## config.mk

```make
export PLATFORM = sky130hd
export DESIGN_NAME = apb_tx_fifo_periph
export DESIGN_NICKNAME = d
export VERILOG_FILES = /design/src/rtl/apb_tx_fifo_periph.sv
export SDC_FILE = /design/constraint.sdc
export NUM_CORES = 1
export LEC_CHECK = 0
export ABC_CLOCK_PERIOD_IN_PS = 14700
export BUFFER_PORTS_ARGS = -buffer_cell sky130_fd_sc_hd__clkbuf_2
export CORE_ASPECT_RATIO = 0.8
export CORE_MARGIN = 4
export CORE_UTILIZATION = 55
export DETAILED_ROUTE_END_ITERATION = 6
export GPL_TIMING_DRIVEN = 0
export PLACE_DENSITY = 0.84
export REMOVE_ABC_BUFFERS = 1
export SETUP_SLACK_MARGIN = 0.05
export SLEW_MARGIN = 20
export SYNTH_ARGS = -nofsm -noshare
export SYNTH_HDL_FRONTEND = slang
export SYNTH_SLANG_ARGS = --single-unit
export TNS_END_PERCENT = 30
```

## constraint.sdc

```tcl
create_clock -name PCLK -period 14.7 [get_ports PCLK]
set_clock_uncertainty 0.2 [all_clocks]
set_input_delay 3.675 -clock PCLK [delete_from_list [all_inputs] [get_ports PCLK]]
set_output_delay 3.675 -clock PCLK [all_outputs]
set_load 0.05 [all_outputs]
```

## src/rtl/apb_tx_fifo_periph.sv

```systemverilog
// -----------------------------------------------------------------------------
// apb_tx_fifo_periph
//
// APB subordinate that buffers CPU-written words in a synchronous FIFO and
// drains them on a valid/ready stream to a downstream consumer. Every APB
// transfer takes exactly two ACCESS cycles (one wait state).
//
// Ports
//   PCLK, PRESET      clock (rising edge), synchronous active-high reset
//   PADDR[31:0]       byte address, only [3:2] decoded
//   PWRITE            1 = write, 0 = read
//   PSEL, PENABLE     APB select / ACCESS phase
//   PWDATA[31:0]      write data
//   PRDATA[31:0]      read data, valid while PREADY=1, held otherwise
//   PREADY            transfer completion
//   m_valid           FIFO not empty
//   m_data[DATA_W-1:0] FIFO head word, fall-through
//   m_ready           consumer accepts the head word this cycle
//   irq               low-watermark interrupt, level, registered
//
// Register map (PADDR[3:2])
//   00 CTRL   [0] irq_en, [1] flush (self-clearing, reads 0)
//   01 STATUS [0] empty, [1] full, [2] ovf (W1C), [15:8] count
//   10 TXDATA write pushes PWDATA[DATA_W-1:0], reads 0
//   11 THRESH [7:0] low-watermark
// -----------------------------------------------------------------------------
module apb_tx_fifo_periph #(
  parameter int DATA_W = 8,
  parameter int DEPTH  = 16
) (
  input  logic              PCLK,
  input  logic              PRESET,
  input  logic [31:0]       PADDR,
  input  logic              PWRITE,
  input  logic              PSEL,
  input  logic              PENABLE,
  input  logic [31:0]       PWDATA,
  output logic [31:0]       PRDATA,
  output logic              PREADY,
  output logic              m_valid,
  output logic [DATA_W-1:0] m_data,
  input  logic              m_ready,
  output logic              irq
);

  localparam int AW = $clog2(DEPTH);
  localparam logic [AW:0] DEPTH_C = DEPTH[AW:0];

  localparam logic [1:0] ADDR_CTRL   = 2'b00;
  localparam logic [1:0] ADDR_STATUS = 2'b01;
  localparam logic [1:0] ADDR_TXDATA = 2'b10;
  localparam logic [1:0] ADDR_THRESH = 2'b11;

  // Registers
  logic              r_pready;
  logic [31:0]       r_prdata;
  logic [AW:0]       r_wr_ptr;
  logic [AW:0]       r_rd_ptr;
  logic              r_irq_en;
  logic [7:0]        r_thresh;
  logic              r_ovf;
  logic              r_irq;
  logic [DATA_W-1:0] r_mem [DEPTH];

  // Combinational
  logic [1:0]        w_sel;
  logic              w_access_first;
  logic              w_complete;
  logic              w_wr_commit;
  logic [AW:0]       w_count;
  logic              w_empty;
  logic              w_full;
  logic              w_push;
  logic              w_pop;
  logic              w_flush;
  logic              w_irq_en_next;
  logic [7:0]        w_thresh_next;
  logic              w_ovf_next;
  logic [AW:0]       w_wr_ptr_next;
  logic [AW:0]       w_rd_ptr_next;
  logic [AW:0]       w_count_next;
  logic              w_irq_next;
  logic [31:0]       w_count_ext;
  logic [31:0]       w_rdata;
  logic              w_unused;

  assign w_sel          = PADDR[3:2];
  assign w_access_first = PSEL & PENABLE & ~r_pready;
  // The second ACCESS cycle is the one where PREADY is already high.
  assign w_complete     = PSEL & PENABLE & r_pready;
  assign w_wr_commit    = w_complete & PWRITE;

  // Pointers carry one extra wrap bit, so the difference is the fill level.
  assign w_count = r_wr_ptr - r_rd_ptr;
  assign w_empty = (w_count == {(AW+1){1'b0}});
  assign w_full  = (w_count == DEPTH_C);
  assign w_pop   = ~w_empty & m_ready;

  assign m_valid = ~w_empty;
  assign m_data  = r_mem[r_rd_ptr[AW-1:0]];
  assign PREADY  = r_pready;
  assign PRDATA  = r_prdata;
  assign irq     = r_irq;

  assign w_count_ext = 32'(w_count);
  assign w_unused    = ^{PADDR, PWDATA};

  // Register write decode and next-state of control/status bits.
  always_comb begin
    w_irq_en_next = r_irq_en;
    w_thresh_next = r_thresh;
    w_ovf_next    = r_ovf;
    w_flush       = 1'b0;
    w_push        = 1'b0;
    if (w_wr_commit) begin
      case (w_sel)
        ADDR_CTRL: begin
          w_irq_en_next = PWDATA[0];
          w_flush       = PWDATA[1];
        end
        ADDR_STATUS: begin
          if (PWDATA[2]) begin
            w_ovf_next = 1'b0;
          end else begin
            w_ovf_next = r_ovf;
          end
        end
        ADDR_TXDATA: begin
          // A same-cycle pop does not make room in a full FIFO.
          if (w_full) begin
            w_ovf_next = 1'b1;
          end else begin
            w_push = 1'b1;
          end
        end
        ADDR_THRESH: begin
          w_thresh_next = PWDATA[7:0];
        end
        default: begin
          w_irq_en_next = r_irq_en;
        end
      endcase
    end else begin
      w_flush = 1'b0;
    end
  end

  // Pointer next-state; flush overrides a same-cycle pop.
  always_comb begin
    w_wr_ptr_next = r_wr_ptr;
    w_rd_ptr_next = r_rd_ptr;
    if (w_flush) begin
      w_wr_ptr_next = {(AW+1){1'b0}};
      w_rd_ptr_next = {(AW+1){1'b0}};
    end else begin
      w_wr_ptr_next = r_wr_ptr + {{AW{1'b0}}, w_push};
      w_rd_ptr_next = r_rd_ptr + {{AW{1'b0}}, w_pop};
    end
  end

  assign w_count_next = w_wr_ptr_next - w_rd_ptr_next;
  assign w_irq_next   = w_irq_en_next & (32'(w_count_next) <= 32'(w_thresh_next));

  // Read data mux, captured on the first ACCESS cycle.
  always_comb begin
    w_rdata = 32'h0000_0000;
    case (w_sel)
      ADDR_CTRL:   w_rdata = {31'h0000_0000, r_irq_en};
      ADDR_STATUS: w_rdata = {16'h0000, w_count_ext[7:0], 5'b00000, r_ovf, w_full, w_empty};
      ADDR_TXDATA: w_rdata = 32'h0000_0000;
      ADDR_THRESH: w_rdata = {24'h00_0000, r_thresh};
      default:     w_rdata = 32'h0000_0000;
    endcase
  end

  // APB handshake, FIFO pointers, control state and interrupt.
  always_ff @(posedge PCLK) begin
    if (PRESET) begin
      r_pready <= 1'b0;
      r_prdata <= 32'h0000_0000;
      r_wr_ptr <= {(AW+1){1'b0}};
      r_rd_ptr <= {(AW+1){1'b0}};
      r_irq_en <= 1'b0;
      r_thresh <= 8'h00;
      r_ovf    <= 1'b0;
      r_irq    <= 1'b0;
    end else begin
      r_pready <= w_access_first;
      if (w_access_first) begin
        r_prdata <= w_rdata;
      end
      r_wr_ptr <= w_wr_ptr_next;
      r_rd_ptr <= w_rd_ptr_next;
      r_irq_en <= w_irq_en_next;
      r_thresh <= w_thresh_next;
      r_ovf    <= w_ovf_next;
      r_irq    <= w_irq_next;
    end
  end

  // FIFO storage; contents are deliberately not reset.
  always_ff @(posedge PCLK) begin
    if (w_push && !PRESET) begin
      r_mem[r_wr_ptr[AW-1:0]] <= PWDATA[DATA_W-1:0];
    end
  end

endmodule
```

==> flow_summary.json <==
{
  "p_total_mw": 1.20,
  "clk_pin_slew_ns": 0.06,
  "fin_util": 0.646,
  "numPortBuffers": 39,
  "synth_edf_count": 128,
  "via_per_inst": 5.85,
  "crit_start": "r_rd_ptr[0]",
  "antenna_left": 0,
  "peakVddDrop_uv": 98.2,
  "ctsResizeCount": 0,
  "root_buffer": "clkbuf_16",
  "synth-seq-cells": 163,
  "path_depth": 8,
  "critPathRequiredTime_ns": 10.82,
  "internal_power_mw": 0.845,
  "layout_common_cells": "edfxtp_1 (128), mux4_2 (40), clkbuf_2 (39)",
  "r2r-start": "r_rd_ptr[0]",
  "drive_above_1_share": 0.301,
  "postCtsHoldBufs": 0,
  "dieArea_um2": 14700,
  "period_share": 0.494,
  "setup_violations": 0,
  "hold_viol_final": 0,
  "design_area_um2": 7970,
  "tightest_slew_ns": 1.03,
  "coreArea_um2": 12300,
  "fmax_mhz": 138,
  "cp_slowest_cell": "dfxtp_4",
  "arrival_ns": 3.38,
  "die-width_um": 134,
  "antenna_found_initial": 0,
  "yosysUniqueCellTypes": 48,
  "nets": 588,
  "diodes": 0,
  "post_cts_buffers": 0,
  "die_h_um": 109,
  "overflow": 0,
  "fin_ws_ns": 7.44,
  "path_cells": "ha_1 > inv_1 > fa_1 > xor2_1 > nor3b_2 > or4b_4 > a21bo_2 > clkbuf_2",
  "setup_tns_ns": 0,
  "worstSkewPairLatency_ns": 0.41,
  "clock-sinks": 163,
  "gp_congestion": 0.819,
  "rsz0062_at_grt": "false",
  "worstPathMaxFanout": 34,
  "vias": 3998,
  "critPathBufInv": 2,
  "grt_max_degree": 35,
  "synth-seq-area-share": 0.647,
  "final_common_cell": "edfxtp_1",
  "wl_per_cell_um": 21.7,
  "slew_viol_final": 0,
  "ios": 113,
  "ys_async_sr_fraction": 0,
  "powerDensity_nw_per_um2": 151,
  "drt_wl_total_um": 14800,
  "outcome": "finished clean",
  "area_delta_synth_final_pct": 13.5,
  "switching_share": 0.296,
  "ff2ff_path_depth": 20,
  "slew_headroom": 0.310,
  "grt_pass1_wl_um": 23200,
  "htreeDepth": 4,
  "syn_area_per_cell_um2": 15.7,
  "hold_path_class": "flop to flop",
  "holdCritStartpoint": "PRDATA[9]",
  "cts_buffers": 17,
  "holdPathStages": 2,
  "start_util": 0.569,
  "dp_hpwl_um": 10100,
  "cts_tree": "yes",
  "drt-initial-drc-count": 312,
  "startpoint_type": "flop",
  "p_sw_mw": 0.356,
  "cpLargestDelayFamily": "flip-flops",
  "cts_buffer_depth": 2,
  "yosysWarnings": 0,
  "first_pass_iters": 4,
  "ys.flop_type": "edfxtp_1",
  "gr-usage-all-layers": 0.217,
  "rows": 36,
  "crit_path_end_kind": "primary output",
  "pwr-share-seq": 0.436,
  "finalCriticalPeriod_ns": 7.26,
  "drc": 0,
  "syn-cell-area_um2": 7020,
  "p_comb_frac": 0.242,
  "dp_slack_ns": 7.21,
  "slowest_delay_ns": 0.80,
  "grt_pass1_vias": 4064,
  "p_clk_frac": 0.322,
  "maxCapViolCount": 0,
  "synthCells": 448,
  "leakagePower_nw": 2.73,
  "dpl_cell_area_um2": 7450,
  "worstSetupPathType": "flop to primary output"
}
[through the flow]
step | instances | hold WS [ns]
floorplan | 424 | 0.241
global placement | 634 | 0.242
detailed placement | 651 | 0.249
CTS | 683 | 0.260
global route | 683 | 0.281
finish | 683 | 0.257
[synth_stat cells, types with 5 or more instances]
library cell | count | area (um^2)
edfxtp_1 | 128 | 3840
mux4_2 | 40 | 901
dfxtp_1 | 35 | 701
nand2_1 | 28 | 105
nor2_1 | 23 | 86.3
buf_4 | 19 | 143
ha_1 | 17 | 213
a21oi_1 | 16 | 80.1
nand3_1 | 16 | 80.1
nor4_1 | 16 | 100
clkbuf_1 | 15 | 56.3
inv_1 | 11 | 41.3
mux2i_1 | 8 | 80.1
and3_1 | 7 | 43.8
xor2_1 | 7 | 61.3
xnor2_1 | 6 | 52.6
and2_1 | 5 | 31.3
buf_2 | 5 | 25.0
[power by group through the flow]
| stage | Combinational (mW) | Clock [mW] | Sequential (mW) |
|---|---|---|---|
| floorplan | 0.214 | 0 | 0.535 |
| global placement | 0.264 | 0 | 0.542 |
| detailed placement | 0.286 | 0 | 0.534 |
| CTS | 0.291 | 0.392 | 0.525 |
| global route | 0.315 | 0.412 | 0.527 |
| finish | 0.291 | 0.386 | 0.523 |
[kinds of logic (layout without fill, tap and decap cells)]
family	Yosys count	count (layout)	synth area share
AOI/OAI and AO/OA	35	35	0.0339
muxes	50	50	0.143
buffers and inverters	54	100	0.0420
other	1	19	0.000534
DFF	163	163	0.647
adders and majority gates	19	19	0.0360
xor gates and xnor gates	13	13	0.0162
and+or+nand+nor	113	113	0.0814
[registers in the layout, summed over array words and instances, names as in the netlist, 5 cells and up]
signal / cells
r_wr_ptr: 5
r_rd_ptr: 5
r_thresh: 8
r_mem: 128
PRDATA: 13
[layer usage]
layer	part of all wire	routed length, um	vias up	track usage
li1	-	-	1791	-
met3	0.077	1140	26	0.0549
met1	0.40	5960	2016	0.280
met2	0.51	7500	165	0.365
met5	0	0	-	0
met4	0.017	249	0	0.0719
[tightest hold or removal path: stages (launching register included)]
cell     delay, ns
dfxtp_1       0.31
nand2_1       0.05
a21oi_1       0.05
[final timing paths]
check                            endpoint  slack (ns)
worst max register to register        irq        8.79
worst min-delay path            PRDATA[9]        0.26
worst max-delay path              m_valid        7.44
worst min register to register  PRDATA[9]        0.26
[final cells by class]
| type | instances | area [um^2] |
|---|---|---|
| repair buffers | 56 | 295 |
| clock inverters | 13 | 83.8 |
| fillers | 891 | 4370 |
| clock buffers | 19 | 433 |
| inverters | 12 | 45.0 |
| well taps | 171 | 214 |
| multi-input cells | 249 | 2350 |
| flip-flops and latches | 163 | 4550 |
(Power assumes the default switching activity.)
